**src/rtl/hazard_ctrl.sv**
```systemverilog
// hazard_ctrl: pipeline hazard and data-memory wait controller for the
// five-stage core.
//   clk_i, rst_i            : clock (rising edge), async active-high reset
//   Rs*/Rd*/RegWrite*       : register indices and writeback enables per stage
//   ResultSrcE_i            : 2'b01 marks a load in execute
//   PCSrcE_i                : taken branch/jump resolved in execute
//   MemAccessM_i, MemAck_i  : M-stage memory access and memory completion pulse
//   MemReqValid_o           : one-cycle request to data memory
//   En*_o, Flush*_o         : pipeline register enables / bubble inserts
//   ForwardAE_o/BE_o        : execute operand mux selects (00 RF, 01 W, 10 M)
//   MemError_o              : sticky memory timeout flag
//   StallCycles_o, FlushCount_o : wrapping performance counters
module hazard_ctrl #(
  parameter int unsigned REGISTER_ADDR_SIZE = 5,
  parameter int unsigned TIMEOUT            = 16,
  parameter int unsigned CNT_WIDTH          = 32
) (
  input  logic                          clk_i,
  input  logic                          rst_i,
  input  logic [REGISTER_ADDR_SIZE-1:0] Rs1D_i,
  input  logic [REGISTER_ADDR_SIZE-1:0] Rs2D_i,
  input  logic [REGISTER_ADDR_SIZE-1:0] Rs1E_i,
  input  logic [REGISTER_ADDR_SIZE-1:0] Rs2E_i,
  input  logic [REGISTER_ADDR_SIZE-1:0] RdE_i,
  input  logic [REGISTER_ADDR_SIZE-1:0] RdM_i,
  input  logic [REGISTER_ADDR_SIZE-1:0] RdW_i,
  input  logic                          RegWriteM_i,
  input  logic                          RegWriteW_i,
  input  logic [1:0]                    ResultSrcE_i,
  input  logic                          PCSrcE_i,
  input  logic                          MemAccessM_i,
  input  logic                          MemAck_i,
  output logic                          MemReqValid_o,
  output logic                          EnF_o,
  output logic                          EnD_o,
  output logic                          EnE_o,
  output logic                          EnM_o,
  output logic                          FlushD_o,
  output logic                          FlushE_o,
  output logic                          FlushW_o,
  output logic [1:0]                    ForwardAE_o,
  output logic [1:0]                    ForwardBE_o,
  output logic                          MemError_o,
  output logic [CNT_WIDTH-1:0]          StallCycles_o,
  output logic [CNT_WIDTH-1:0]          FlushCount_o
);

  localparam int unsigned WCNT_W = $clog2(TIMEOUT + 1);

  typedef enum logic {
    ST_IDLE,
    ST_WAIT
  } state_t;

  state_t            state_q, state_d;
  logic [WCNT_W-1:0] wait_cnt_q, wait_cnt_d;
  logic              mem_err_d;
  logic              mem_stall;
  logic              lw_stall;
  logic              branch_taken;

  // Forwarding select for one execute operand; M beats W, x0 never forwards.
  function automatic logic [1:0] fwd_sel(input logic [REGISTER_ADDR_SIZE-1:0] rs);
    logic [1:0] sel;
    sel = 2'b00;
    if (RegWriteM_i && (RdM_i != '0) && (RdM_i == rs))
      sel = 2'b10;
    else if (RegWriteW_i && (RdW_i != '0) && (RdW_i == rs))
      sel = 2'b01;
    return sel;
  endfunction

  always_comb begin
    ForwardAE_o = fwd_sel(Rs1E_i);
    ForwardBE_o = fwd_sel(Rs2E_i);
  end

  // State register, wait counter and sticky error flag.
  always_ff @(posedge clk_i or posedge rst_i) begin
    if (rst_i) begin
      state_q    <= ST_IDLE;
      wait_cnt_q <= '0;
      MemError_o <= 1'b0;
    end else begin
      state_q    <= state_d;
      wait_cnt_q <= wait_cnt_d;
      MemError_o <= mem_err_d;
    end
  end

  // Memory request/ack sequencing. The request cycle plus TIMEOUT waiting
  // cycles are stalled; the cycle after that releases without an ack.
  always_comb begin
    state_d       = state_q;
    wait_cnt_d    = wait_cnt_q;
    mem_err_d     = MemError_o;
    mem_stall     = 1'b0;
    MemReqValid_o = 1'b0;
    if (!rst_i) begin
      unique case (state_q)
        ST_IDLE: begin
          if (MemAccessM_i) begin
            MemReqValid_o = 1'b1;
            mem_stall     = 1'b1;
            wait_cnt_d    = '0;
            state_d       = ST_WAIT;
          end
        end
        ST_WAIT: begin
          if (MemAck_i) begin
            state_d = ST_IDLE;
          end else if (wait_cnt_q == WCNT_W'(TIMEOUT)) begin
            state_d   = ST_IDLE;
            mem_err_d = 1'b1;
          end else begin
            mem_stall  = 1'b1;
            wait_cnt_d = wait_cnt_q + WCNT_W'(1);
          end
        end
        default: state_d = ST_IDLE;
      endcase
    end
  end

  // Pipeline enables/flushes: memory stall > taken branch > load-use.
  always_comb begin
    EnF_o        = 1'b1;
    EnD_o        = 1'b1;
    EnE_o        = 1'b1;
    EnM_o        = 1'b1;
    FlushD_o     = 1'b0;
    FlushE_o     = 1'b0;
    FlushW_o     = 1'b0;
    branch_taken = 1'b0;
    lw_stall     = (ResultSrcE_i == 2'b01) && (RdE_i != '0) &&
                   ((RdE_i == Rs1D_i) || (RdE_i == Rs2D_i));
    if (mem_stall) begin
      EnF_o    = 1'b0;
      EnD_o    = 1'b0;
      EnE_o    = 1'b0;
      EnM_o    = 1'b0;
      FlushW_o = 1'b1;
    end else if (PCSrcE_i) begin
      FlushD_o     = 1'b1;
      FlushE_o     = 1'b1;
      branch_taken = 1'b1;
    end else if (lw_stall) begin
      EnF_o    = 1'b0;
      EnD_o    = 1'b0;
      FlushE_o = 1'b1;
    end
  end

  // Wrapping performance counters.
  always_ff @(posedge clk_i or posedge rst_i) begin
    if (rst_i) begin
      StallCycles_o <= '0;
      FlushCount_o  <= '0;
    end else begin
      if (!EnF_o)
        StallCycles_o <= StallCycles_o + CNT_WIDTH'(1);
      if (branch_taken)
        FlushCount_o <= FlushCount_o + CNT_WIDTH'(1);
    end
  end

endmodule

```
**config.mk**
```make
export PLATFORM = sky130hd
export DESIGN_NAME = hazard_ctrl
export DESIGN_NICKNAME = d
export VERILOG_FILES = /design/src/rtl/hazard_ctrl.sv
export SDC_FILE = /design/constraint.sdc
export NUM_CORES = 1
export LEC_CHECK = 0
export ABC_AREA = 0
export CAP_MARGIN = 10
export CORE_ASPECT_RATIO = 0.8
export CORE_UTILIZATION = 50
export DETAILED_ROUTE_END_ITERATION = 10
export PLACE_DENSITY = 0.86
export RECOVER_POWER = 100
export SYNTH_ARGS = -nofsm -noshare
export SYNTH_HDL_FRONTEND = slang
export SYNTH_SLANG_ARGS = --single-unit
```
**constraint.sdc**
```tcl
create_clock -name clk_i -period 9.3 [get_ports clk_i]
set_input_delay 1.86 -clock clk_i [delete_from_list [all_inputs] [get_ports clk_i]]
set_output_delay 1.86 -clock clk_i [all_outputs]
set_load 0.02 [all_outputs]
```
==> out/results.ini, run 1 <==
[floorplanning]
io_pins=121
die_w_um=98.1
start_util_pct=52.6
die_h_um=78.9
core.rowCount=27
core-area_um2=7030
die-area_um2=7740

[global_route]
grt_pass1_vias=3012
grtUsageMet1_pct=30.7
grtUsageTotal_pct=23.5
grt_pass1_wl_um=14400
grt_use_met3_pct=5.81
top_usage_layer=met2
grt_overflow=0
antenna_found_initial=0
grtUsageMet2_pct=39.6
grt_max_degree=73

[sta]
timing.fmax_ghz=0.150
period_needed_ps=6650
finalMaxSlewViolations=73
fin_crit_sh_pct=71.5
rsz0062_at_grt=no
holdWs_ps=454
fin_skew_ps=16.8
worst_pin_slew_ps=3780
setup_viol=0
fin_tns_setup_ps=0
relSlewSlack_pct=-152
hold_viol=0

[yosys]
synth.distinct_cells=42
syn_inst=347
ys_async_sr_fraction_pct=100
synth-edff-count=0
ys_seq_area_share_pct=48.1
synth_ff_type=dfrtp_1
ys_ff_latch=71
syn_nets=395
ys_warn_count=0
synth_area_um2=3690
avgSynthCellArea_um2=10.6

[outcome]
status=finished with violations
violations=DRC, capacitance limit, slew limit

[cts]
cts_resized=0
htreeDepth=3
post-cts-setup-buffers=0
numCtsBuffers=9
postCtsHoldBufs=0
cts.sinks=71
cts_tree=built
root_buffer=clkbuf_8
clk_pin_slew_ps=80
cts_buffer_depth=2
clk_latency_ps=350

[setup_path]
path_cells=dlygate4sd3_1 > nor3b_1 > nand2_4 > nand2_1 > clkinvlp_2 > and2_0 > dlygate4sd3_1
r2r-end=StallCycles_o[25]
cp_max_fo=11
required_ps=7440
cp_common_cell=dlygate4sd3_1
start_kind=input pin
reg2reg_slack_ps=5790
worstReg2RegStart=state_q
max_stage_delay_ps=700
cp_slowest_cell=dlygate4sd3_1
critPathKind=input pin to primary output
crit_path_end_kind=primary output
worstPathArrival_ps=4790
rr_worst_depth=8

[worst_hold_path]
hold_depth=2
hp-start=MemError_o
worstHoldEndpoint=MemError_o
hp-class=flip-flop to flip-flop

[detailed_routing]
wirelength_um=8650
dr.pass1.iters=8
vias_per_cell=5.31
drt-wirelength-per-cell_um=15.3
detail_route.iter0.violations=70
drc_errors=9
vias=2999
drtAntennaViolNets=0

[pwr]
ir_worst_vdd_v=0.000118
cellPowerDensity_nw_per_um2=162
p_leak_nw=2.38

[final_layout]
antenna_cells=0
final_area_um2=5120
drive_gt1_share_pct=4.60
instances_no_fill=565
layout.nets=521
area_growth_syn_to_layout_pct=38.5

[place]
hpwl_um=6510
port_buffers=120
place_inst=549
post_dp_cell_area_um2=4970
routabilityCongestion=0.812

[run]
cap_violations=1

-- Yosys cell counts (all sizes together), types with 5 or more instances --
library cell  number  area share, %
nor4               6            1.0
nand3             27            3.7
nor3              11            1.9
inv                9           0.98
o21ai              7            1.3
nor2              25            2.5
dfrtp             71             48
xor2              51             12
or4                6            1.2
nand2             28            3.3
and3               8            1.4
nand4             14            2.4
xnor2             44             10
and4               5            1.2
-- logic make-up (layout without fill, tap and decap cells) --
| family | after synthesis | after routing | synth area share, % |
|---|---|---|---|
| and+or+nand+nor | 146 | 146 | 21.9 |
| xor gates and xnor gates | 95 | 95 | 22.5 |
| DFF | 71 | 71 | 48.1 |
| buffers and inverters | 15 | 146 | 2.07 |
| AOI/OAI and AO/OA | 14 | 14 | 3.45 |
| adders and majority gates | 4 | 4 | 1.35 |
| muxes | 2 | 2 | 0.610 |
-- metrics by stage --
step | power [mW] | utilization [%] | setup slack (ps)
6_report | 0.830 | 72.8 | 2650
5_1_grt | 0.870 | 72.8 | 2480
4_1_cts | 0.855 | 73.8 | 3110
3_5_place_dp | 0.592 | 70.8 | 3100
3_3_place_gp | 0.585 | 70.8 | 3200
2_1_floorplan | 0.487 | - | 2840
-- layer usage --
| metal | routed length (um) | part of all wire, % | up-vias |
|---|---|---|---|
| li1 | - | - | 1453 |
| met1 | 3960 | 46 | 1453 |
| met2 | 4210 | 49 | 79 |
| met3 | 387 | 4.5 | 14 |
| met4 | 94 | 1.1 | 0 |
| met5 | 0 | 0 | - |
-- power breakdown --
group          switching [mW]  total [mW]  internal (mW)  leakage, nW
sequential             0.0391       0.376          0.337        0.958
combinational           0.100       0.191         0.0907         1.32
clock                   0.127       0.263          0.136        0.106
total                   0.266       0.830          0.564         2.38
-- critical path: cells and delay by family --
kind	cells	cell delay (ps)
buffers and inverters	3	1650
and+or+nand+nor	4	1290
-- flip-flops by register name, summed over array words and instances (netlist names) --
| register | count |
|---|---|
| FlushCount_o | 32 |
| StallCycles_o | 32 |
| wait_cnt_q | 5 |
| MemError_o | 1 |
| state_q | 1 |
-- placed cells by master, fill, tap and decap left out, types with 2 or more instances in the layout --
cell and instances:
nand3_1 27, nor2_1 25, xnor2_1 44, xor2_1 51, nor2b_1 2, nor3_1 11, and4_1 5, nor4_1 6
mux2_2 2, or3_1 4, inv_6 3, dlygate4sd3_1 78, nand2_1 27, and2_0 2, inv_1 7, clkdlybuf4s50_1 42
nand2b_1 2, clkbuf_8 10, and3_1 8, dfrtp_1 71, or4_1 6, o21ai_0 6, nor3b_1 3, nand4_1 14
ha_1 4
-- cell type report --
type                       count  area [um^2]
clock buffer                  10          138
clock inverter                 6         75.1
fill                         523         1910
inverter                       9         35.0
multi-input combinational    261         1780
sequential                    71         1780
tap                           87          109
timing repair buffer         121         1200
-- how the worst max path moves through the flow --
stage	endpoint	cells after the start	startpoint	slack, ps
after global placement	EnD_o	5	RdE_i[1]	3200
final	FlushD_o	7	rst_i	2650
after global routing	FlushD_o	7	rst_i	2480
after CTS	EnD_o	6	RdE_i[2]	3110
after floorplan	EnF_o	7	rst_i	2840
after detailed placement	EnD_o	6	RdE_i[0]	3100
(Power assumes the default switching activity.)
==> inputs of run 2 (changes only) <==
- CORE_UTILIZATION: 50 -> 46
- PLACE_DENSITY: 0.86 -> 0.8
- clock period: 9.3 -> 6.5 ns (I/O delays scaled with it)
==> out/results.ini, run 2 (synthesis gave the netlist of run 1 again) <==
[outcome]
status=finished, final reports clean

[setup_path]
cp_common_cell=dlygate4sd3_1
reg2reg_slack_ps=2790  ; -3000 ps
worstReg2RegStart=state_q
crit_path_end_kind=primary output
cp_max_fo=11  ; unchanged
start_kind=input pin
crit_buf_inv=3  ; unchanged
max_stage_delay_ps=700  ; about the same
rr_worst_depth=8  ; unchanged
cp_slowest_cell=dlygate4sd3_1
path_cells=dlygate4sd3_1 > nor3b_1 > nand2_4 > nand2_1 > clkinvlp_2 > and2_0 > dlygate4sd3_1
worstPathArrival_ps=4260  ; -530 ps
critPathKind=input pin to primary output
critPathTopFamily=buffers and inverters
required_ps=5200  ; -2240 ps
r2r-end=StallCycles_o[15]

[final_layout]
area_growth_syn_to_layout_pct=40.0
final_common_cell=dlygate4sd3_1
final_area_um2=5170  ; +1.1%
top_regs=FlushCount_o (32), StallCycles_o (32), wait_cnt_q (5)
mostFrequentLayoutCells=78 x dlygate4sd3_1, 71 x dfrtp_1, 51 x xor2_1
multi_input_area_um2=1780  ; unchanged
regArea_um2=1780  ; unchanged
post-route-util_pct=68.1  ; -4.8 points
layout.nets=521  ; unchanged
antenna_cells=0  ; unchanged
nFillCells=604  ; +15%
instances_no_fill=582  ; +3.0%
drive_gt1_share_pct=4.61  ; +0.0096 points

[global_route]
grtUsageTotal_pct=21.4  ; -2.2 points
grt_max_degree=73  ; unchanged
grt_pass1_vias=2883  ; -4.3%
grt_pass1_wl_um=14000  ; -2.7%
grt_overflow=0  ; unchanged
antenna_found_initial=0  ; unchanged

[floorplanning]
start_util_pct=48.6  ; -4.0 points
io_pins=121  ; unchanged
die_h_um=82.2  ; +4.2%
die_w_um=102  ; +4.2%
core.rowCount=28  ; +3.7%
die-area_um2=8400  ; +8.5%
core-area_um2=7600  ; +8.2%

[detailed_routing]
detail_route.iter0.violations=89  ; +27%
vias=3032  ; +1.1%
dr.pass1.iters=5  ; -3
drt-wirelength-per-cell_um=14.7  ; -4.3%
drtAntennaViolNets=0  ; unchanged
drc_errors=0  ; -9
wirelength_um=8530  ; -1.4%
vias_per_cell=5.21  ; -1.9%

[cts]
htreeDepth=3  ; unchanged
post-cts-setup-buffers=0  ; unchanged
cts_tree=built
cts_resized=0  ; unchanged
cts_buffer_depth=2  ; unchanged
clk_pin_slew_ps=80  ; about the same
root_buffer=clkbuf_8
numCtsBuffers=9  ; unchanged
clk_latency_ps=330  ; -20 ps
cts.sinks=71  ; unchanged
postCtsHoldBufs=0  ; unchanged

[worst_hold_path]
hp-start=MemError_o
worstHoldEndpoint=MemError_o
hold_depth=2  ; unchanged
hp-class=flip-flop to flip-flop

[run]
cap_violations=0  ; -1

[sta]
fin_skew_ps=10.9  ; -5.85 ps
worst_pin_slew_ps=1290  ; -2490 ps
period_needed_ps=5560
fin_crit_sh_pct=85.6
timing.fmax_ghz=0.180
holdWs_ps=471  ; +16.8 ps
finalMaxSlewViolations=0  ; -100%
relSlewSlack_pct=11.8  ; +160 points
rsz0062_at_grt=no
setup_viol=0  ; unchanged
fin_tns_setup_ps=0  ; unchanged
hold_viol=0  ; unchanged

[pwr]
cellPowerDensity_nw_per_um2=239  ; +47%
ir_worst_vdd_v=0.000141  ; +20%
p_leak_nw=2.40  ; +0.84%

[place]
post_dp_cell_area_um2=4990  ; +0.45%
port_buffers=120  ; unchanged
hpwl_um=6390  ; -1.9%
place_inst=567  ; +3.3%
routabilityCongestion=0.807  ; -0.62%

run 2: cell types whose count changed in the layout (fill, tap and decap cells not counted), sizes merged:
cell / delta
inv: -3
bufinv: +2
buf: +1
clkbuf: -1
run 2: worst max-delay path by stage:
| stage | endpoint | depth (start not counted) | start | slack (ps) |
|---|---|---|---|---|
| floorplan | EnF_o | 7 | rst_i | 1160 |
| global placement | EnD_o | 5 | RdE_i[1] | 1510 |
| detailed placement | EnF_o | 6 | RdE_i[0] | 1450 |
| CTS | EnF_o | 6 | RdE_i[0] | 1450 |
| global route | FlushD_o | 7 | rst_i | 730 |
| finish | FlushD_o | 7 | rst_i | 940 |
run 2: routing by layer:
layer / global-route usage, % / vias up / part of all wire, %
met5: 0 / - / 0
met4: 5.43 / 0 / 0.83
met3: 4.63 / 9 / 4.5
met2: 34.0 / 85 / 48
met1: 29.9 / 1490 / 47
li1: - / 1448 / -
run 2: power by group:
part | leakage (nW) | switching, mW | internal, mW
clock network | 0.119 | 0.159 | 0.264
registers | 0.958 | 0.0552 | 0.483
logic | 1.33 | 0.145 | 0.130
total | 2.40 | 0.358 | 0.877
run 2: worst reg2reg max path, delay by kind of cell (launching register included):
family	cells	cell delay [ps]
AO/OA/AOI/OAI	2	1480
flip-flops	1	370
AND/OR/NAND/NOR	4	1170
XOR/XNOR	1	190
buffers and inverters	1	380
run 2: layout make-up:
class | count | area share (%)
multi-input cells | 261 | 34.4
clock buffers | 10 | 2.66
repair buffers | 121 | 23.4
well taps | 105 | 2.54
clock inverters | 5 | 2.06
flip-flops and latches | 71 | 34.3
inverters | 9 | 0.677
run 2: stage by stage:
step	power [mW]	setup WS, ps
global route	1.30	730
CTS	1.27	1450
floorplan	0.696	1160
detailed placement	0.849	1450
global placement	0.837	1510
finish	1.24	936
==> inputs of run 3 (changes only) <==
--- a/config.mk
+++ b/config.mk
@@ -12,2 +12,4 @@
 export DETAILED_ROUTE_END_ITERATION = 10
+export GPL_ROUTABILITY_DRIVEN = 0
+export MAX_ROUTING_LAYER = met4
 export PLACE_DENSITY = 0.8
==> constraint.sdc (replaced) <==
create_clock -name clk_i -period 6.5 [get_ports clk_i]
set_input_delay 1.625 -clock clk_i [delete_from_list [all_inputs] [get_ports clk_i]]
set_output_delay 1.625 -clock clk_i [all_outputs]
set_load 0.02 [all_outputs]
==> out/results.ini, run 3 (synthesis gave the netlist of run 1 again) <==
[pwr]
internal-power_mw=0.830  ; -5.4%
p_leak_nw=2.40  ; -0.25%
ir_worst_vdd_v=0.000148  ; +4.4%
swShare_pct=31.0  ; +2.0 points
cellPowerDensity_nw_per_um2=234  ; -2.2%
p_comb_share_pct=23.2  ; +0.9 points
p_clk_share_pct=32.2  ; -2.0 points
p_seq_share_pct=44.6  ; +1.1 points
p_sw_mw=0.373  ; +4.1%

[final_layout]
drive_gt1_share_pct=4.81  ; +0.20 points
final_common_cell=dlygate4sd3_1
top_regs=FlushCount_o (32), StallCycles_o (32), wait_cnt_q (5)
final_area_um2=5150  ; -0.46%
area_growth_syn_to_layout_pct=39.4
mostFrequentLayoutCells=78 x dlygate4sd3_1, 71 x dfrtp_1, 51 x xor2_1
antenna_cells=0  ; unchanged
multi_input_area_um2=1780  ; unchanged
layout.nets=521  ; unchanged
instances_no_fill=583  ; +0.17%
nFillCells=599  ; -0.83%
regArea_um2=1780  ; unchanged

[cts]
postCtsHoldBufs=0  ; unchanged
cts.sinks=71  ; unchanged
cts_tree=built
cts_resized=0  ; unchanged
numCtsBuffers=9  ; unchanged
clk_latency_ps=350  ; +20 ps
htreeDepth=3  ; unchanged
root_buffer=clkbuf_8
cts_buffer_depth=2  ; unchanged
clk_pin_slew_ps=80  ; about the same
post-cts-setup-buffers=0  ; unchanged

[sta]
setup_viol=0  ; unchanged
relSlewSlack_pct=-5.54  ; -17 points
hold_viol=0  ; unchanged
period_needed_ps=5820  ; +255 ps
fin_skew_ps=13.4  ; +2.49 ps
timing.fmax_ghz=0.172  ; -4.4%
finalMaxSlewViolations=6  ; +6
fin_crit_sh_pct=89.5  ; +3.9 points
rsz0062_at_grt=no
worst_pin_slew_ps=1540  ; +253 ps
fin_tns_setup_ps=0  ; unchanged

[place]
place_inst=567  ; unchanged
post_dp_cell_area_um2=4990  ; unchanged
port_buffers=120  ; unchanged
hpwl_um=6420  ; +0.45%

[run]
cap_violations=1  ; +1

[setup_path]
worstReg2RegStart=wait_cnt_q[0]
path_cells=dlygate4sd3_1 > nor3b_1 > nand2_4 > nand2_1 > inv_4 > and2_0 > dlygate4sd3_1
start_kind=input pin
reg2reg_slack_ps=3200  ; +410 ps
cp_max_fo=11  ; unchanged
max_stage_delay_ps=700  ; about the same
critPathKind=input pin to primary output
cp_common_cell=dlygate4sd3_1
required_ps=4880  ; -320 ps
crit_path_end_kind=primary output
cp_slowest_cell=dlygate4sd3_1
r2r-end=FlushCount_o[29]
startpoint=rst_i
worstPathArrival_ps=4190  ; -70 ps
rr_worst_depth=8  ; unchanged

[global_route]
grtUsageTotal_pct=22.8  ; +1.5 points
grt_pass1_vias=2929  ; +1.6%
grt_max_degree=73  ; unchanged
grt_overflow=0  ; unchanged
grt_pass1_wl_um=14200  ; +1.8%
antenna_found_initial=0  ; unchanged

[worst_hold_path]
hp-start=FlushCount_o[31]
hp-class=flip-flop to flip-flop
hold_depth=1  ; -1
worstHoldEndpoint=FlushCount_o[31]

[outcome]
violations=capacitance limit, slew limit
status=finished with violations

[floorplanning]
die-area_um2=8400  ; unchanged
die_w_um=102  ; unchanged
die_h_um=82.2  ; unchanged
io_pins=121  ; unchanged
core.rowCount=28  ; unchanged
core-area_um2=7600  ; unchanged
start_util_pct=48.6  ; unchanged

[detailed_routing]
dr.pass1.iters=4  ; -1
detail_route.iter0.violations=93  ; +4.5%
vias=3009  ; -0.76%
drc_errors=0  ; unchanged
drtAntennaViolNets=0  ; unchanged
wirelength_um=8700  ; +2.0%
vias_per_cell=5.16  ; -0.93%
drt-wirelength-per-cell_um=14.9  ; +1.9%

## run 3: worst max-delay path: cells and delay by family
| family | cells | cell delay [ps] |
|---|---|---|
| buf+inv | 3 | 1380 |
| simple gates | 4 | 1180 |
## run 3: how the worst max path moves through the flow
| stage | to | slack [ps] | depth (start not counted) |
|---|---|---|---|
| finish | FlushD_o | 680 | 7 |
| global route | EnF_o | 530 | 7 |
| CTS | EnF_o | 710 | 6 |
| detailed placement | EnF_o | 760 | 6 |
| global placement | EnD_o | 870 | 5 |
| floorplan | EnF_o | 510 | 7 |
## run 3: stage by stage
step	util [%]	worst slack, ps	hold WS [ps]	total power [mW]
global placement	65.7	867	459	0.838
CTS	68.6	708	481	1.24
floorplan	-	512	505	0.696
detailed placement	65.7	758	453	0.847
finish	67.7	681	469	1.20
global route	67.7	528	497	1.26
## run 3: final cells by class
type / count / share of cell area [%]
clock buffer: 9 / 2.41
tap: 105 / 2.55
multi-input combinational: 261 / 34.5
inverter: 9 / 0.705
sequential: 71 / 34.5
clock inverter: 7 / 1.85
timing repair buffer: 121 / 23.5
## run 3: metal layers
metal	vias up	GRT usage, %	wire length, um
met3	10	6.31	418
met2	80	35.2	4180
met1	1471	29.6	4030
met5	-	-	0
li1	1448	-	-
met4	0	6.71	78
## run 3: power groups by stage
stage	combinational [mW]	clock, mW	sequential, mW
finish	0.279	0.388	0.537
CTS	0.306	0.395	0.538
floorplan	0.115	0	0.581
global placement	0.295	0	0.543
global route	0.302	0.416	0.546
detailed placement	0.301	0	0.545
